--- src/rtl/seq_restoring_divider.sv ---
// Iterative unsigned radix-2 restoring divider.
// A start pulse captures a dividend/divisor pair. The divider then runs one trial
// subtraction per clock and returns the quotient and remainder with a one-cycle
// done pulse. A zero divisor short-circuits to a flagged result in one cycle.
module seq_restoring_divider #(
    parameter int N = 32
) (
    input  logic         clk,
    input  logic         rst_n,
    input  logic         start,
    input  logic [N-1:0] Dividend,
    input  logic [N-1:0] Divisor,
    output logic         ready,
    output logic         busy,
    output logic         done,
    output logic [N-1:0] Quotient,
    output logic [N-1:0] Remainder,
    output logic         DIVZ
);

    localparam int CW = (N > 2) ? $clog2(N) : 1;

    localparam logic [1:0] IDLE = 2'd0;
    localparam logic [1:0] CALC = 2'd1;
    localparam logic [1:0] DONE = 2'd2;

    logic [1:0]    state;
    logic [CW-1:0] count;
    logic [N-1:0]  q_reg;      // dividend shifts out, quotient bits shift in
    logic [N-1:0]  d_reg;
    logic [N-1:0]  r_reg;      // partial remainder, always < divisor between steps
    logic [N:0]    r_shift;    // shifted remainder needs one extra bit before the trial
    logic [N:0]    trial;
    logic [N-1:0]  r_next;
    logic [N-1:0]  q_next;
    logic          accept;
    logic          last_iter;
    logic          div_zero;

    assign ready     = (state == IDLE) || (state == DONE);
    assign busy      = (state == CALC);
    assign done      = (state == DONE);
    assign accept    = ready & start;
    assign last_iter = (count == CW'(N - 1));
    assign div_zero  = (Divisor == '0);

    // One restoring step: shift {R,Q} left, trial-subtract D, keep the result if non-negative.
    always_comb begin
        // NOTE: every output gets a default first so no path through the block can infer a latch.
        r_next  = r_reg;
        q_next  = q_reg;
        r_shift = {r_reg, q_reg[N-1]};
        trial   = r_shift - {1'b0, d_reg};
        if (!trial[N]) begin
            r_next = trial[N-1:0];
            q_next = {q_reg[N-2:0], 1'b1};
        end else begin
            r_next = r_shift[N-1:0];
            q_next = {q_reg[N-2:0], 1'b0};
        end
    end

    // Control FSM: IDLE -> CALC -> DONE; an accept in DONE restarts without passing IDLE.
    always_ff @(posedge clk or negedge rst_n) begin
        // NOTE: sequential state uses non-blocking assignments so every register sees pre-edge values.
        if (!rst_n) begin
            state <= IDLE;
            count <= '0;
        end else begin
            case (state)
                IDLE, DONE: begin
                    if (start) begin
                        count <= '0;
                        state <= div_zero ? DONE : CALC;
                    end else begin
                        state <= IDLE;
                    end
                end
                CALC: begin
                    count <= count + CW'(1);
                    if (last_iter) state <= DONE;
                end
                default: state <= IDLE;
            endcase
        end
    end

    // Operand and working registers: load on accept, advance one step per CALC cycle.
    always_ff @(posedge clk or negedge rst_n) begin
        if (!rst_n) begin
            q_reg <= '0;
            d_reg <= '0;
            r_reg <= '0;
        end else if (accept) begin
            q_reg <= Dividend;
            d_reg <= Divisor;
            r_reg <= '0;
        end else if (busy) begin
            q_reg <= q_next;
            r_reg <= r_next;
        end
    end

    // Result registers: updated only when a result completes, held otherwise.
    always_ff @(posedge clk or negedge rst_n) begin
        if (!rst_n) begin
            Quotient  <= '0;
            Remainder <= '0;
            DIVZ      <= 1'b0;
        end else if (accept) begin
            if (div_zero) begin
                Quotient  <= '1;
                Remainder <= Dividend;
                DIVZ      <= 1'b1;
            end else begin
                DIVZ      <= 1'b0;
            end
        end else if (busy && last_iter) begin
            Quotient  <= q_next;
            Remainder <= r_next;
        end
    end

endmodule
--- config.mk ---
export PLATFORM = sky130hd
export DESIGN_NAME = seq_restoring_divider
export DESIGN_NICKNAME = d
export VERILOG_FILES = /design/src/rtl/seq_restoring_divider.sv
export SDC_FILE = /design/constraint.sdc
export NUM_CORES = 1
export LEC_CHECK = 0
export CAP_MARGIN = 20
export CORE_AREA = 2 2 135 137
export DETAILED_ROUTE_END_ITERATION = 6
export DIE_AREA = 0 0 137 139
export PLACE_DENSITY_LB_ADDON = 0.1
export SLEW_MARGIN = 30
export SYNTH_ARGS = -nofsm -noshare
export SYNTH_HDL_FRONTEND = slang
export SYNTH_SLANG_ARGS = --single-unit
--- constraint.sdc ---
create_clock -name clk -period 4.9 [get_ports clk]
set_input_delay 0.98 -clock clk [delete_from_list [all_inputs] [get_ports clk]]
set_output_delay 0.98 -clock clk [all_outputs]
set_load 0.05 [all_outputs]
==> results.yml <==
outcome:
  status: "finished clean"
logic_synthesis:
  synthCells: 1049
  async_flop_share: 1.00
  ys.flop_type: "dfrtp_1"
  synth.avg_cell_area_sq_um: 9.05
  synth_area_leader_cell: "dfrtp_1"
  synth.ff_latch_count: 168
  yosysMostFrequentCell: "dfrtp_1"
  synth.area.top_cells: "dfrtp_1 (44%), nand2_1 (5.6%), o21ai_0 (5.6%)"
  synth_nets: 1151
  synth_edf_count: 0
  syn_area_sq_mm: 0.00950
  synth.top_cells.by_count: "dfrtp_1 (168), nand2_1 (142), o21ai_0 (106)"
  ys_seq_area_frac: 0.443
  synth_cell_type_count: 67
  synth_top_area_frac: 0.443
  yosysWarnings: 0
worst_setup_path:
  startpoint_type: "flop"
  critical_path.max_fanout: 20
  worstPathRequired_ns: 5.23
  path_class: "flop to flop"
  arrival_ns: 4.44
  crit_path_end_kind: "flop"
timing:
  slew_viol_final: 0
  finalHoldViolations: 0
  fmax_ghz: 0.243
  slew_headroom: 0.336
  rsz0062_at_grt: "false"
  finalSetupTns_ns: 0
  final.setup_skew_ns: 0.00967
  period_needed_ns: 4.12
  setup_viol: 0
  period_share: 0.840
  worst_slew_pin_slew_ns: 0.986
route:
  top_layer: "met4"
  drt-met1-wl_um: 12100
  route.met3.wl_um: 1340
  route.vias.total: 8668
  routed_wl_um: 28000
  dr.pass1.iters: 5
  drc: 0
  met2_length_um: 13800
  drt_iter0_drc: 660
  wl_per_cell_um: 20.2
  drtAntennaViolNets: 0
  avgViaCountPerCell: 6.25
grt:
  grt_pass1_vias: 8188
  grt_pass1_wl_um: 44200
  grt_max_degree: 97
  grt_use_total: 0.297
  overflow: 0
  antenna_found_initial: 0
placed_design:
  place_hpwl_um: 19500
  portBuffers: 134
  place_congestion: 0.942
clock_tree:
  clk_latency_ns: 0.44
  cts-root-buf: "clkbuf_16"
  cts.clk_slew.worst_paths_ns: 0.07
  cts_tree: "yes"
  cts.sinks: 168
  htreeDepth: 4
  post_cts_buffers: 0
  clock_path_buffers: 2
  ctsHoldBuffers: 0
  cts_made_buffers: 17
  ctsResizeCount: 0
finish:
  diodes: 0
  seq_area_sq_mm: 0.00420
  drive_gt1_frac: 0.0570
  utilization: 0.655
  area.growth.synth_to_final_pct: 21.8
  multi_input_area_sq_mm: 0.00485
  nFillCells: 1512
  nNetsFinal: 1247
die:
  die_w_um: 137
  rows: 49
  start_util: 0.538
  design.core.area_sq_mm: 0.0177
  die_h_um: 139
  io_pins: 135
  dieArea_sq_mm: 0.0190
job:
  max_cap_violations: 0
min_path:
  hold_class: "flop to flop"
==> metal layers <==
metal,up-vias,GRT usage
met5,-,0
met2,281,0.488
met4,0,0.0857
met3,47,0.0497
li1,4052,-
met1,4288,0.403
==> final cells by class <==
class	instances	area share
inverter	49	0.0160
clock buffer	18	0.0371
sequential	168	0.363
timing repair buffer	148	0.126
clock inverter	14	0.0130
tap	229	0.0248
multi-input combinational	761	0.419
==> worst paths after layout <==
kind                       cells past startpoint            end  slack (ns)          from
min reg2reg                                    1   Remainder[2]        0.49  Remainder[2]
min                                            1   Remainder[2]        0.49  Remainder[2]
max reg2reg                                   13  Remainder[27]        0.78     q_reg[31]
min in group asynchronous                      1      d_reg[29]        0.59         rst_n
max                                           13  Remainder[27]        0.78     q_reg[31]
max in group asynchronous                      2  Remainder[18]        3.45         rst_n
==> per-stage QoR <==
step | hold slack, ns | area (sq um) | std cells | worst slack (ns)
after floorplan | 0.449 | 9500 | 1049 | 1.47
after global placement | 0.463 | 11000 | 1355 | 0.951
after detailed placement | 0.469 | 11000 | 1355 | 0.881
after CTS | 0.485 | 11600 | 1387 | 0.830
after global routing | 0.497 | 11600 | 1387 | 0.483
final | 0.485 | 11600 | 1387 | 0.783
==> cells in the final DEF (no fill, tap or decap), types with 5 or more instances in the layout <==
cell and instances:
inv_8 5, a22oi_1 36, o22ai_1 5, a211oi_1 19, nand2_1 141, nor4_1 9, nand4_1 12, mux2i_1 10
nand3_1 7, a31oi_1 13, clkdlybuf4s50_1 133, inv_1 47, nor3_1 7, a21o_1 19, xnor2_1 16, a221oi_1 26
nor2_1 61, clkbuf_16 17, o21ai_0 106, a21oi_1 74, and3_1 12, dfrtp_1 168, o21bai_1 10, xor2_1 9
o22a_1 31, ha_1 34, o211ai_1 5, nor2b_1 6, buf_4 13, o21a_1 9, or3_1 15
==> cells by family (layout without fill, tap and decap cells) <==
family / count (synthesis) / after routing / synth area share
flops: 168 / 168 / 0.443
buf+inv: 120 / 229 / 0.0489
xor+xnor: 25 / 25 / 0.0231
mux: 10 / 10 / 0.0105
compound gates: 399 / 399 / 0.288
simple gates: 292 / 292 / 0.140
fa+ha+maj: 35 / 35 / 0.0469
==> worst max-delay path, cell delays in order, from the launching register on <==
cell and delay [ns]:
dfrtp_1 0.40, inv_1 0.12, ha_1 0.21, fa_1 0.21, and2b_1 0.20, o2111ai_1 0.27
a32oi_2 0.23, a2111oi_4 0.58, o41ai_1 0.22, a211oi_4 0.63, buf_4 0.37, nand2b_1 0.14
o31ai_1 0.09, a221o_1 0.32
Power is left out: the tool's default activity adds up to more than one toggle a clock period on the data nets, which glitch-free logic cannot reach.
